File: config.mk
export PLATFORM = sky130hd
export DESIGN_NAME = cond_branch_unit_flat
export DESIGN_NICKNAME = d
export VERILOG_FILES = /design/src/rtl/cond_branch_unit_if.sv /design/src/rtl/cond_branch_unit.sv /design/src/flat_wrapper.sv
export SDC_FILE = /design/constraint.sdc
export NUM_CORES = 1
export LEC_CHECK = 0
export BUFFER_PORTS_ARGS = -buffer_cell sky130_fd_sc_hd__buf_2
export CAP_MARGIN = 40
export CORE_MARGIN = 2
export CORE_UTILIZATION = 55
export CTS_BUF_LIST = sky130_fd_sc_hd__clkbuf_16
export CTS_CLUSTER_DIAMETER = 50
export DETAILED_ROUTE_END_ITERATION = 8
export PLACE_DENSITY = 0.9
export SYNTH_ARGS = -nofsm -noshare
export SYNTH_HDL_FRONTEND = slang
export SYNTH_SLANG_ARGS = --single-unit
File: constraint.sdc
create_clock -name clk -period 3.97 [get_ports clk]
set_input_delay 1.191 -clock clk [delete_from_list [all_inputs] [get_ports clk]]
set_output_delay 1.191 -clock clk [all_outputs]
set_load 0.02 [all_outputs]
File: src/rtl/cond_branch_unit_if.sv
// Branch request / branch resolution bundle between the decode->execute
// slot and the conditional branch unit. The unit itself is the slave.
interface cond_branch_unit_if #(
    parameter int ADDR_WIDTH = 16
);
    logic                  valid_in;
    logic [3:0]            cond_in;
    logic [ADDR_WIDTH-1:0] target_in;
    logic                  branch_taken;
    logic [ADDR_WIDTH-1:0] branch_target;
    logic                  flush;
    logic                  busy;

    modport master (
        output valid_in, cond_in, target_in,
        input  branch_taken, branch_target, flush, busy
    );

    modport slave (
        input  valid_in, cond_in, target_in,
        output branch_taken, branch_target, flush, busy
    );
endinterface

File: src/rtl/cond_branch_unit.sv
// Conditional branch unit for the 8-bit pipelined CPU.
// Aligns the early zero flag with the registered flags, resolves the carry
// source, evaluates the 4-bit condition code of the branch in stage 1 and
// issues a registered taken pulse plus target, followed by a fixed-length
// flush of the younger pipeline stages.
// Optional build macro COND_STATS_EN adds eval_count / taken_count outputs.
module cond_branch_unit #(
    parameter int ADDR_WIDTH  = 16,
    parameter int FLUSH_SLOTS = 2
) (
    input  logic                 clk,
    input  logic                 reset_n,
    input  logic                 stall,
    cond_branch_unit_if.slave    br,
    input  logic                 arithCarry,
    input  logic                 logicCarry,
    input  logic                 zero,
    input  logic                 sign,
    input  logic                 overflow,
    input  logic [1:0]           CarrySelectDelayed,
    output logic                 carry
`ifdef COND_STATS_EN
    ,
    output logic [15:0]          eval_count,
    output logic [15:0]          taken_count
`endif
);

    typedef enum logic {
        IDLE  = 1'b0,
        FLUSH = 1'b1
    } state_t;

    state_t                state, stateNext;
    logic [2:0]            cnt, cntNext;
    logic                  takeNow;
    logic                  evalNow;

    logic                  zero_p1;
    logic                  valid_p1;
    logic [3:0]            cond_p1;
    logic [ADDR_WIDTH-1:0] target_p1;

    logic                  taken_p2;
    logic [ADDR_WIDTH-1:0] target_p2;

    // Condition-code truth table on the aligned flags.
    function automatic logic condTrue(input logic [3:0] cc, input logic c,
                                      input logic z, input logic s,
                                      input logic v);
        logic r;
        case (cc)
            4'd0:    r = 1'b1;
            4'd1:    r = z;
            4'd2:    r = ~z;
            4'd3:    r = c;
            4'd4:    r = ~c;
            4'd5:    r = s;
            4'd6:    r = ~s;
            4'd7:    r = v;
            4'd8:    r = ~v;
            4'd9:    r = c & ~z;
            4'd10:   r = ~c | z;
            4'd11:   r = (s == v);
            4'd12:   r = (s != v);
            4'd13:   r = ~z & (s == v);
            4'd14:   r = z | (s != v);
            default: r = 1'b0;
        endcase
        return r;
    endfunction

    // Carry source mux; purely combinational so a select change is seen at once.
    always_comb begin
        carry = 1'b0;
        case (CarrySelectDelayed)
            2'b00:   carry = arithCarry;
            2'b01:   carry = logicCarry;
            2'b10:   carry = 1'b0;
            default: carry = 1'b1;
        endcase
    end

    // Next-state logic: resolve the stage-1 branch in IDLE, count down in FLUSH.
    always_comb begin
        stateNext = state;
        cntNext   = cnt;
        takeNow   = 1'b0;
        evalNow   = 1'b0;
        case (state)
            IDLE: begin
                evalNow = valid_p1;
                if (valid_p1 && condTrue(cond_p1, carry, zero_p1, sign, overflow)) begin
                    takeNow   = 1'b1;
                    stateNext = FLUSH;
                    cntNext   = 3'(FLUSH_SLOTS - 1);
                end
            end
            FLUSH: begin
                if (cnt == 3'd0) begin
                    stateNext = IDLE;
                end else begin
                    cntNext = cnt - 3'd1;
                end
            end
            default: stateNext = IDLE;
        endcase
    end

    // FSM state and flush slot counter.
    always_ff @(posedge clk) begin
        if (!reset_n) begin
            state <= IDLE;
            cnt   <= 3'd0;
        end else if (!stall) begin
            state <= stateNext;
            cnt   <= cntNext;
        end
    end

    // ---- stage 0 -> 1: zero alignment and branch capture (control) ----
    // A taken branch or an active flush squashes whatever valid_in shows.
    always_ff @(posedge clk) begin
        if (!reset_n) begin
            zero_p1  <= 1'b0;
            valid_p1 <= 1'b0;
        end else if (!stall) begin
            zero_p1  <= zero;
            valid_p1 <= (state == IDLE) && !takeNow && br.valid_in;
        end
    end

    // Stage-1 condition code and target payload; no reset needed on data.
    always_ff @(posedge clk) begin
        if (!stall && state == IDLE) begin
            cond_p1   <= br.cond_in;
            target_p1 <= br.target_in;
        end
    end

    // ---- stage 1 -> 2: registered taken pulse and its target ----
    always_ff @(posedge clk) begin
        if (!reset_n) begin
            taken_p2  <= 1'b0;
            target_p2 <= '0;
        end else if (!stall) begin
            taken_p2 <= takeNow;
            if (takeNow) begin
                target_p2 <= target_p1;
            end
        end
    end

    assign br.branch_taken  = taken_p2;
    assign br.branch_target = target_p2;
    assign br.flush         = (state == FLUSH);
    assign br.busy          = (state == FLUSH);

`ifdef COND_STATS_EN
    // Wrapping evaluation and taken statistics.
    always_ff @(posedge clk) begin
        if (!reset_n) begin
            eval_count  <= 16'd0;
            taken_count <= 16'd0;
        end else if (!stall) begin
            if (evalNow) begin
                eval_count <= eval_count + 16'd1;
            end
            if (takeNow) begin
                taken_count <= taken_count + 16'd1;
            end
        end
    end
`endif

endmodule

File: src/flat_wrapper.sv
// flat-port wrapper written by rule: the top's interface ports become plain ports
module cond_branch_unit_flat 
#(
    parameter int ADDR_WIDTH  = 16,
    parameter int FLUSH_SLOTS = 2
)
  (clk, reset_n, stall, arithCarry, logicCarry, zero, sign, overflow, CarrySelectDelayed, carry, br_valid_in, br_cond_in, br_target_in, br_branch_taken, br_branch_target, br_flush, br_busy);
  cond_branch_unit_if #(.ADDR_WIDTH(ADDR_WIDTH)) br_i ();
  input  logic clk;
  input  logic reset_n;
  input  logic stall;
  input  logic arithCarry;
  input  logic logicCarry;
  input  logic zero;
  input  logic sign;
  input  logic overflow;
  input  logic [1:0] CarrySelectDelayed;
  output logic carry;
  input wire logic [$bits(br_i.valid_in)-1:0] br_valid_in;
  input wire logic [$bits(br_i.cond_in)-1:0] br_cond_in;
  input wire logic [$bits(br_i.target_in)-1:0] br_target_in;
  output wire logic [$bits(br_i.branch_taken)-1:0] br_branch_taken;
  output wire logic [$bits(br_i.branch_target)-1:0] br_branch_target;
  output wire logic [$bits(br_i.flush)-1:0] br_flush;
  output wire logic [$bits(br_i.busy)-1:0] br_busy;
  assign br_i.valid_in = br_valid_in;
  assign br_i.cond_in = br_cond_in;
  assign br_i.target_in = br_target_in;
  assign br_branch_taken = br_i.branch_taken;
  assign br_branch_target = br_i.branch_target;
  assign br_flush = br_i.flush;
  assign br_busy = br_i.busy;
  cond_branch_unit #(.ADDR_WIDTH(ADDR_WIDTH), .FLUSH_SLOTS(FLUSH_SLOTS)) u_core (.clk(clk), .reset_n(reset_n), .stall(stall), .br(br_i), .arithCarry(arithCarry), .logicCarry(logicCarry), .zero(zero), .sign(sign), .overflow(overflow), .CarrySelectDelayed(CarrySelectDelayed), .carry(carry));
endmodule
* Yosys cells after proc, flatten, opt, wreduce, memory -nomap -nowiden
Index checks and enable logic that the tools add are counted.
** Word-level totals
- Word-level logic and storage cells :: 60
- Bits of input ports :: 31
- Bits in registers :: 43
** Cells by class
- Reduce and logical (&&, ||, !) cells :: 11
- Eq/ne operators :: 20
- $add $sub $neg :: 1
- Muxes and demuxes :: 10
- Bitwise gates (word level) :: 10
** Operators by type and width (count)
- 4-bit equality test, second input constant :: 7
- 4-bit by 3-bit equality test with 1-bit output, second input constant :: 4
- 1-bit one-hot mux with 15 select lines :: 1
- 4-bit by 2-bit equality test with 1-bit output, second input constant :: 2
- 3-bit 2-to-1 mux :: 2
- 1-bit inverter :: 6
- 3-bit one-hot mux with 2 select lines :: 1
- 4-bit by 1-bit equality test with 1-bit output, second input constant :: 1
- 1-bit logical AND :: 4
- 4-bit logical NOT :: 1
- 1-bit 2-to-1 mux :: 4
- 3-bit logical NOT :: 1
- 1-bit one-hot mux with 3 select lines :: 1
- 3-bit AND reduction :: 1
- 3-bit by 1-bit subtractor with 3-bit output, second input constant :: 1
- 1-bit AND :: 2
- 2-bit by 1-bit equality test with 1-bit output, second input constant :: 1
- 2-bit equality test, second input constant :: 1
- 1-bit logical NOT :: 2
- 2-bit logical NOT :: 1
- 2-bit by 1-bit != test with 1-bit output, second input constant :: 1
- 2-bit != test, second input constant :: 1
- 1-bit bitwise OR :: 2
- 1-bit one-hot mux with 2 select lines :: 1
- 3 further kinds :: 3

* Longest topological paths before layout
Gate-level depths: netlist of run 1.
- Word-level depth :: 12
- Mapped depth :: 9
- Mapped depth without buffers :: 7

* Least setup slack after synthesis of run 1
OpenSTA, ideal clock, no wires.
- Path kind :: in2reg
- Start :: input port stall
- End :: register u_core.target_p2[0], in the netlist u_core.br.branch_target[0]
- Path slack :: 0.964 ns
- Path buffers :: 2
- Arrival time :: 2.935 ns
- Cell stages on the path :: 6
- Cells stage by stage :: nor2_1 nand3_1 a21oi_2 buf_6 buf_12 mux2i_1
** Between the ends
- Word-level cells in the longest chain between the ends :: 2
** Ends and longest elaborated chain
- from (decl) :: RTL line flat_wrapper.sv:11 : input logic stall;
- 1-bit inverter (no source line)
- 2-bit AND reduction (no source line)
- to (signal assigned) :: RTL line cond_branch_unit.sv:149 : target_p2 <= target_p1;
- to (decl) :: RTL line cond_branch_unit.sv:45 : logic [ADDR_WIDTH-1:0] target_p2;
No other way between the ends.
A chain may end at the register's enable or synchronous reset.

* Worst setup path in the final report of run 1
- Start :: input port CarrySelectDelayed[1]
- End :: output port carry
** Between the ends
- Word-level cells in the longest chain between the ends :: 2
- Elaborated cells on any way between the ends :: 4
** Ends and longest elaborated chain
- from (decl) :: RTL line flat_wrapper.sv:17 : input logic [1:0] CarrySelectDelayed;
- 2-bit equality test, or another cell as far along :: RTL line cond_branch_unit.sv:76 : case (CarrySelectDelayed)
- 1-bit one-hot mux with 3 select lines * :: RTL line cond_branch_unit.sv:76
- to (decl) :: RTL line flat_wrapper.sv:18 : output logic carry;
Mark *: on every way between the ends. The rest lies on a longest branch, timed or not.

==> results.sh, run 1 <==
export IMPL_fin_nets=248
export IMPL_final_cell_area_um2=2273
export IMPL_grt_overflow_total=0
export IMPL_regArea_um2=1061
export IMPL_layout_commonest_cell="buf_2"
export IMPL_via_per_inst=5.191
export IMPL_fmax_mhz=324.4
export IMPL_netlist_area_um2=1857
export IMPL_synth_ff_type="dfxtp_1"
export IMPL_end_kind="primary output"
export IMPL_cp_top_family="buffers and inverters"
export IMPL_track_usage_pct=17.99
export IMPL_min_period_over_period_pct=77.65
export IMPL_diodes=0
export IMPL_wire_per_inst_um=12.18
export IMPL_drive_gt1_share_pct=30.09
export IMPL_via_count=1360
export IMPL_antenna_found_initial=0
export IMPL_die_y_um=62.11
export IMPL_drt_wl_total_mm=3.191
export IMPL_async_reset_ff_share_pct=0
export IMPL_syn2layout_area_growth_pct=22.44
export IMPL_drt_first_pass_iters=4
export IMPL_vdd_drop_max_uv=386.0
export IMPL_finalCriticalPeriod_ns=3.083
export IMPL_cts_root_buf="clkbuf_16"
export IMPL_crit_arrival_ns=1.89
export IMPL_first_global_vias=1283
export IMPL_drcViolationCount=0
export IMPL_clk_pin_slew_ns=0.05
export IMPL_crit_fanout=4
export IMPL_cts_made_buffers=5
export IMPL_grt_pass1_wl_mm=5.375
export IMPL_setup_viol=0
export IMPL_drv_slew=0
export IMPL_hpwl_mm=2.284
export IMPL_path_cells="buf_2 > o21a_1 > or2_1 > buf_2"
export IMPL_status="completed"
export IMPL_cts_setup_buffers=0
export IMPL_fillers=243
export IMPL_ant_nets=0
export IMPL_place_gp_congestion=0.7528
export IMPL_whs_ns=0.4567
export IMPL_crit_required_ns=2.78
export IMPL_cp_common_cell="buf_2"
export IMPL_floorplan_initialDensity_pct=56.53
export IMPL_fin_worst_skew_ns=0.005017
export IMPL_layout_common_cells="50 x buf_2, 33 x nand2_1, 23 x dfxtp_1, 20 x edfxtp_1, 18 x mux2i_1"
export IMPL_ys_ff_latch=43
export IMPL_critical_path_buf_inv_count=2
export IMPL_final_hold_viol_count=0
export IMPL_critPathMaxStageDelay_ns=0.23
export IMPL_tightest_slew_ns=0.6294
export IMPL_hold_class="reg -> reg"
export IMPL_avgSynthCellArea_um2=11.25
export IMPL_drv_cap=0
export IMPL_grt_setup_unrepaired="no"
export IMPL_clock_latency_ns=0.28
export IMPL_postSynthCellCount=165
export IMPL_cts_hold_buf=0
export IMPL_tritoncts="done"
export IMPL_h_tree_depth=2
export IMPL_die_area_um2=3857
export IMPL_core_area_um2=3284
export IMPL_grt_max_degree=39
export IMPL_ioPinCount=51
export IMPL_pwr_density_cell_nw_per_um2=438.6
export IMPL_dpl_cell_area_um2=2116
export IMPL_first_iter_violations=70
export IMPL_synth_nets=198
export IMPL_criticalPathCategory="in -> out"
export IMPL_multiInputGateArea_um2=705.7
export IMPL_die_x_um=62.11
export IMPL_fin_setup_tns_ns=0
export IMPL_cp_slowest_cell="or2_1"
export IMPL_yosysWarningCount=0
export IMPL_rows=21
export IMPL_critPathLaunchType="primary input"
export IMPL_slew_headroom_pct=57.85
export IMPL_synth_edf_count=20
export IMPL_cts_path_max_buffers=2
export IMPL_cts_sinks=43
export IMPL_p_leak_nw=0.9283
export IMPL_portBuffers=50
export IMPL_cts_resized_gates=0
export IMPL_synth_distinct_cells=36
export IMPL_ys_seq_area_share_pct=57.14
-- cells in the mapped netlist, types with 2 or more instances --
cell      instances  area, um2
nand2_1          33      123.9
inv_1             5      18.77
mux2i_1          18      180.2
a31oi_1           2      12.51
edfxtp_1         20      600.6
nand3_1           7      35.03
clkbuf_1          5      18.77
o21a_1            6      45.04
buf_6             2      22.52
dfxtp_1          23      460.4
ha_1              2      25.02
nor2_1            5      18.77
nand3b_1          4      30.03
nand4_1           3      18.77
a21oi_1           5      25.02
o21ai_0           5      25.02
-- layer usage --
layer	track usage, %	share of wire (%)	vias up
met1	19.23	42	636
met3	6.159	5.6	4
met4	9.167	1.9	0
met2	31.52	51	33
met5	0	0	-
li1	-	-	687
-- final cells by class --
class | count | area share (%)
Tap cell | 46 | 2.532
Sequential cell | 43 | 46.67
Inverter | 5 | 0.8255
Multi-Input combinational cell | 107 | 31.04
Timing Repair Buffer | 53 | 12.00
Clock inverter | 2 | 0.3302
Clock buffer | 6 | 6.604
-- tightest hold or removal path: stages (launching register included) --
cell and delay (ns):
dfxtp_1 0.31, nand2_1 0.05, mux2i_1 0.05
-- worst paths after layout --
path                                           startpoint                                 endpoint  slack [ns]  depth (start not counted)
setup reg to reg              u_core.cond_p1[1]$_DFFE_PP_  u_core.br.branch_target[5]$_SDFFE_PN0P_        1.92                          7
setup / recovery                    CarrySelectDelayed[1]                                    carry        0.89                          4
hold / removal    u_core.br.branch_target[0]$_SDFFE_PN0P_  u_core.br.branch_target[0]$_SDFFE_PN0P_        0.46                          2
hold reg to reg   u_core.br.branch_target[0]$_SDFFE_PN0P_  u_core.br.branch_target[0]$_SDFFE_PN0P_        0.46                          2
-- power breakdown --
group | total, mW | switching [mW] | internal, mW
logic | 0.0887 | 0.0502 | 0.0385
registers | 0.498 | 0.0120 | 0.486
clock network | 0.411 | 0.145 | 0.266
total | 0.997 | 0.207 | 0.790
-- through the flow --
stage / cells / setup slack, ns / power [mW] / util [%]
finish: 262 / 0.8875 / 0.9972 / 69.22
CTS: 262 / 0.8911 / 1.005 / 69.22
floorplan: 165 / 0.9637 / 0.5645 / -
global placement: 254 / 0.9209 / 0.5907 / 64.42
detailed placement: 254 / 0.8919 / 0.5945 / 64.42
global route: 262 / 0.7914 / 1.038 / 69.22
-- kinds of logic (layout without fill, tap and decap cells) --
group	Yosys count	after routing	share of synthesized area [%]
AND/OR/NAND/NOR	58	58	14.83
flip-flops	43	43	57.14
AO/OA/AOI/OAI	26	26	10.31
multiplexers	20	20	10.92
buffers and inverters	15	66	4.987
adder cells (fa/ha/maj)	2	2	1.347
XOR/XNOR	1	1	0.4718
-- sequential cells by signal, indices dropped and copies added (netlist names) --
signal,cells
u_core.br.branch_taken,1
u_core.br.branch_target,16
u_core.br.busy,1
u_core.cnt,3
u_core.cond_p1,4
u_core.target_p1,16
u_core.valid_p1,1
u_core.zero_p1,1
Power figures use the tool's default switching activity.
==> run 2, diff against run 1 <==
- CORE_UTILIZATION: 55 -> 51
- PLACE_DENSITY: 0.9 -> 0.85
- clock period: 3.97 -> 3.2 ns (I/O delays scaled with it)
==> run 2 against run 1 <==
Clock-buffer cell count down 1. Clock power up 12%. Die area grew 7.3%. Combinational power increased by 23%. Sequential share of layout area grew 0.41 points. Register-to-register slack got worse by 0.82 ns. Largest power group unchanged. Sequential power rose by 24%. Global-route usage decreased by 1.3 points. Utilization down 3.2 points. Critical path depth did not move.
==> results.sh, run 2 (synthesis gave the netlist of run 1 again) <==
export IMPL_crit_arrival_ns=1.66
export IMPL_place_gp_congestion=0.8299
export IMPL_cts_root_buf="clkbuf_16"
export IMPL_slew_headroom_pct=59.49
export IMPL_layout_commonest_cell="buf_2"
export IMPL_status="completed"
export IMPL_min_from="u_core.br.branch_target[11]$_SDFFE_PN0P_"
export IMPL_r2r_start="u_core.cond_p1[1]$_DFFE_PP_"
export IMPL_drv_slew=0
export IMPL_drcViolationCount=0
export IMPL_antenna_found_initial=0
export IMPL_grt_setup_unrepaired="no"
export IMPL_cts_path_max_buffers=2
export IMPL_criticalPathCategory="in -> out"
export IMPL_grt_util_met2_pct=29.04
export IMPL_fmax_mhz=381.7
export IMPL_grt_max_degree=24
export IMPL_syn2layout_area_growth_pct=21.36
export IMPL_drt_wl_total_mm=3.123
export IMPL_rows=21
export IMPL_min_to="u_core.br.branch_target[11]$_SDFFE_PN0P_"
export IMPL_first_global_vias=1248
export IMPL_drv_cap=0
export IMPL_portBuffers=50
export IMPL_cts_hold_buf=0
export IMPL_cts_made_buffers=5
export IMPL_tightest_slew_ns=0.6049
export IMPL_hold_class="reg -> reg"
export IMPL_tritoncts="done"
export IMPL_first_iter_violations=84
export IMPL_core_area_um2=3416
export IMPL_fin_nets=248
export IMPL_layout_common_cells="50 x buf_2, 33 x nand2_1, 23 x dfxtp_1, 20 x edfxtp_1, 18 x mux2i_1"
export IMPL_grt_met1_usage_pct=18.44
export IMPL_final_hold_viol_count=0
export IMPL_finalCriticalPeriod_ns=2.620
export IMPL_via_per_inst=5.084
export IMPL_clk_pin_slew_ns=0.05
export IMPL_cts_setup_buffers=0
export IMPL_cts_sinks=43
export IMPL_critPathLaunchType="primary input"
export IMPL_drive_gt1_share_pct=30.09
export IMPL_use_met3_pct=5.810
export IMPL_dpl_cell_area_um2=2116
export IMPL_fillers=262
export IMPL_min_period_over_period_pct=81.88
export IMPL_grt_pass1_wl_mm=5.230
export IMPL_ioPinCount=51
export IMPL_cts_resized_gates=0
export IMPL_r2r_cells=7
export IMPL_setup_viol=0
export IMPL_clock_latency_ns=0.28
export IMPL_fin_setup_tns_ns=0
export IMPL_grt_overflow_total=0
export IMPL_die_area_um2=4140
export IMPL_grt_busiest_layer="met2"
export IMPL_drt_first_pass_iters=4
export IMPL_vdd_drop_max_uv=458.1
export IMPL_crit_required_ns=2.24
export IMPL_r2r_slack_ns=1.10
export IMPL_p_leak_nw=0.9192
export IMPL_wire_per_inst_um=11.92
export IMPL_min_path_cells=2
export IMPL_hpwl_mm=2.203
export IMPL_die_y_um=64.34
export IMPL_track_usage_pct=16.71
export IMPL_crit_fanout=4
export IMPL_fin_worst_skew_ns=0.002834
export IMPL_floorplan_initialDensity_pct=54.36
export IMPL_r2r_end="u_core.br.branch_target[10]$_SDFFE_PN0P_"
export IMPL_die_x_um=64.34
export IMPL_pwr_density_cell_nw_per_um2=526.3
export IMPL_via_count=1332
export IMPL_h_tree_depth=2
export IMPL_ant_nets=0
export IMPL_end_kind="primary output"
export IMPL_final_cell_area_um2=2253
export IMPL_diodes=0
[run 2: cell count changes in the layout (fill, tap and decap cells not counted), sizes merged]
cell,delta
clkbuf,-1
clkinv,+1
[run 2: routing by layer]
metal	up-vias	wire length [um]
li1	689	-
met4	0	42
met2	34	1519
met5	-	0
met1	605	1383
met3	4	177
[run 2: worst max-delay path by stage]
stage	from	end	slack [ns]	cells past startpoint
2_1_floorplan	stall	u_core.br.branch_target[0]$_SDFFE_PN0P_	0.42	6
3_3_place_gp	CarrySelectDelayed[1]	u_core.br.branch_target[9]$_SDFFE_PN0P_	0.48	8
3_5_place_dp	CarrySelectDelayed[1]	u_core.br.branch_target[10]$_SDFFE_PN0P_	0.42	8
4_1_cts	CarrySelectDelayed[1]	carry	0.57	4
5_1_grt	CarrySelectDelayed[1]	carry	0.51	4
6_report	CarrySelectDelayed[1]	carry	0.58	4
[run 2: worst max-delay path, cell delays in order]
cell and delay [ns]:
buf_2 0.11, o21a_1 0.19, or2_1 0.23, buf_2 0.16
[run 2: stage by stage]
stage	util [%]	setup slack (ns)	power (mW)	hold slack, ns	instances
5_1_grt	65.97	0.5138	1.244	0.4762	262
3_5_place_dp	61.94	0.4207	0.7374	0.4493	254
6_report	65.97	0.5799	1.186	0.4561	262
4_1_cts	65.97	0.5748	1.198	0.4580	262
3_3_place_gp	61.94	0.4791	0.7343	0.4414	254
2_1_floorplan	-	0.4247	0.7004	0.4825	165
[run 2: area by class of cell]
class                   instances  area (um2)  share of cell area [%]
flip-flops and latches         43        1061                   47.09
multi-input cells             107       705.7                   31.32
repair buffers                 53       272.8                   12.10
clock buffers                   5       125.1                   5.552
well taps                      46       57.56                   2.554
inverters                       5       18.77                  0.8329
clock inverters                 3       12.51                  0.5552
[run 2: power by group]
group / leakage, nW / internal, mW / switching [mW]
sequential: 0.381 / 0.602 / 0.0146
clock: 0.0762 / 0.281 / 0.178
combinational: 0.462 / 0.0479 / 0.0616
==> run 3, diff against run 2 <==
- ABC_AREA: default -> 1
- CORE_UTILIZATION: 51 -> 47
- PLACE_DENSITY: 0.85 -> 0.82
- clock period: 3.2 -> 2.2 ns (I/O delays scaled with it)
==> run 3 against run 2 <==
Via count up 17%. Power up 54%. First-iteration DRC count down 52%. Design area up 6.9%. Hold slack better by 0.0091 ns. Critical endpoint unchanged.
==> results.sh, run 3 <==
export IMPL_antenna_found_initial=0
export IMPL_final_hold_viol_count=0
export IMPL_drv_slew=0
export IMPL_path_cells="buf_2 > o21ai_1 > nand2_1 > buf_2"
export IMPL_ys_ff_latch=43
export IMPL_clock_latency_ns=0.29
export IMPL_grt_setup_unrepaired="no"
export IMPL_avgSynthCellArea_um2=7.859
export IMPL_portBuffers=50
export IMPL_slew_headroom_pct=72.33
export IMPL_crit_required_ns=1.54
export IMPL_grt_overflow_total=0
export IMPL_cts_made_buffers=5
export IMPL_setup_viol=0
export IMPL_layout_commonest_cell="nand2_1"
export IMPL_grt_max_degree=22
export IMPL_cts_hold_buf=0
export IMPL_synth_edf_count=20
export IMPL_drcViolationCount=0
export IMPL_r2r_slack_ns=0.46
export IMPL_hold_class="reg -> reg"
export IMPL_fin_setup_tns_ns=0
export IMPL_drt_wl_total_mm=3.525
export IMPL_synth_distinct_cells=23
export IMPL_regArea_um2=1061
export IMPL_rows=23
export IMPL_tritoncts="done"
export IMPL_fin_worst_skew_ns=0.006818
export IMPL_netlist_area_um2=1957
export IMPL_cts_sinks=43
export IMPL_async_reset_ff_share_pct=0
export IMPL_ys_top_cells_by_count="62 x nand2_1, 58 x inv_1, 28 x nor2_1"
export IMPL_crit_arrival_ns=1.21
export IMPL_dp_cells=346
export IMPL_fillers=351
export IMPL_cts_setup_buffers=0
export IMPL_floorplan_initialDensity_pct=48.92
export IMPL_criticalPathCategory="in -> out"
export IMPL_r2r_end="u_core.br.branch_target[14]$_SDFFE_PN0P_"
export IMPL_hpwl_mm=2.603
export IMPL_clk_pin_slew_ns=0.06
export IMPL_multiInputGateArea_um2=626.9
export IMPL_min_period_over_period_pct=85.01
export IMPL_crit_fanout=3
export IMPL_vdd_drop_max_uv=584.7
export IMPL_finalCriticalPeriod_ns=1.870
export IMPL_diodes=0
export IMPL_h_tree_depth=2
export IMPL_ys_seq_area_share_pct=54.22
export IMPL_die_area_um2=4696
export IMPL_status="completed"
export IMPL_min_path_cells=2
export IMPL_min_to="u_core.br.branch_taken$_SDFFE_PN0N_"
export IMPL_synth_top_cell_by_area="edfxtp_1"
export IMPL_ant_nets=0
export IMPL_drv_cap=0
export IMPL_cp_top_family="buffers and inverters"
export IMPL_tightest_slew_ns=0.4145
export IMPL_core_area_um2=4000
export IMPL_fin_nets=336
export IMPL_critPathLaunchType="primary input"
export IMPL_final_cells=354
export IMPL_syn2layout_area_growth_pct=23.08
export IMPL_track_usage_pct=17.17
export IMPL_critPathMaxStageDelay_ns=0.18
export IMPL_ioPinCount=51
export IMPL_synth_top_area_share_pct=30.69
export IMPL_synth_nets=282
export IMPL_cts_path_max_buffers=2
export IMPL_synth_area_leaders="edfxtp_1 31%, dfxtp_1 24%, nand2_1 12%"
export IMPL_yosysWarningCount=0
export IMPL_critical_path_buf_inv_count=2
export IMPL_via_count=1562
export IMPL_yosys_cell_count_top_type="nand2_1"
export IMPL_grt_pass1_wl_mm=5.823
export IMPL_cts_root_buf="clkbuf_16"
export IMPL_first_global_vias=1368
export IMPL_drive_gt1_share_pct=23.03
export IMPL_r2r_start="u_core.cond_p1[1]$_DFFE_PP_"
export IMPL_fmax_mhz=534.7
export IMPL_end_kind="primary output"
export IMPL_drt_first_pass_iters=4
export IMPL_cts_resized_gates=0
export IMPL_min_from="u_core.br.branch_taken$_SDFFE_PN0N_"
export IMPL_place_gp_congestion=0.8041
export IMPL_first_iter_violations=40
export IMPL_cp_common_cell="buf_2"
export IMPL_cp_slowest_cell="o21ai_1"
export IMPL_p_leak_nw=1.242
export IMPL_pwr_density_cell_nw_per_um2=756.1
export IMPL_die_y_um=68.53
export IMPL_layout_common_cells="62 x nand2_1, 58 x inv_1, 50 x buf_2, 27 x nor2_1, 27 x nand3_1"
export IMPL_synth_ff_type="dfxtp_1"
export IMPL_power_mw=1.821
export IMPL_postSynthCellCount=249
export IMPL_wire_per_inst_um=9.958
export IMPL_via_per_inst=4.412
export IMPL_die_x_um=68.53
export IMPL_r2r_cells=13
## run 3: how the worst max path moves through the flow
stage / end / from / depth (start not counted)
finish: carry / CarrySelectDelayed[1] / 4
global route: u_core.br.branch_target[14]$_SDFFE_PN0P_ / CarrySelectDelayed[1] / 12
CTS: carry / logicCarry / 4
detailed placement: u_core.br.branch_target[13]$_SDFFE_PN0P_ / overflow / 14
global placement: u_core.br.branch_target[13]$_SDFFE_PN0P_ / overflow / 14
floorplan: u_core.br.branch_target[10]$_SDFFE_PN0P_ / logicCarry / 13
## run 3: worst min-delay path: stages (launching register included)
cell,delay [ns]
dfxtp_1,0.31
nand2_1,0.05
a21oi_1,0.05
## run 3: per-layer routing
metal / track usage, % / routed length, um / up-vias / share of wire [%]
li1: - / - / 851 / -
met5: 0 / 0 / - / 0
met3: 6.494 / 243 / 5 / 6.9
met2: 27.40 / 1694 / 35 / 48
met4: 6.750 / 61 / 0 / 1.7
met1: 20.94 / 1526 / 671 / 43
## run 3: cell type report
class | count | share of cell area, %
clock inverters | 3 | 0.9870
inverters | 63 | 9.818
well taps | 50 | 2.597
clock buffers | 5 | 5.195
flip-flops and latches | 43 | 44.05
repair buffers | 53 | 11.32
multi-input cells | 137 | 26.03
## run 3: stage by stage
stage / worst slack [ns] / cell area [um2] / util (%) / hold WS [ns]
2_1_floorplan: 0.2291 / 1957 / - / 0.4404
3_3_place_gp: 0.1522 / 2260 / 56.49 / 0.4426
3_5_place_dp: 0.1387 / 2260 / 56.49 / 0.4532
4_1_cts: 0.3255 / 2409 / 60.21 / 0.4650
5_1_grt: 0.2197 / 2409 / 60.21 / 0.4861
6_report: 0.3297 / 2409 / 60.21 / 0.4652
## run 3: logic make-up after synthesis
group | count (synthesis) | share of synthesized area [%]
fa+ha+maj | 2 | 1.279
compound gates | 12 | 3.197
xor+xnor | 1 | 0.4477
buf+inv | 69 | 13.87
simple gates | 122 | 26.98
flops | 43 | 54.22
## run 3: report_power, final
| part | switching, mW | leakage (nW) | total (mW) | internal, mW |
|---|---|---|---|---|
| combinational | 0.117 | 0.794 | 0.190 | 0.0728 |
| clock | 0.306 | 0.0664 | 0.729 | 0.424 |
| sequential | 0.0215 | 0.382 | 0.902 | 0.880 |
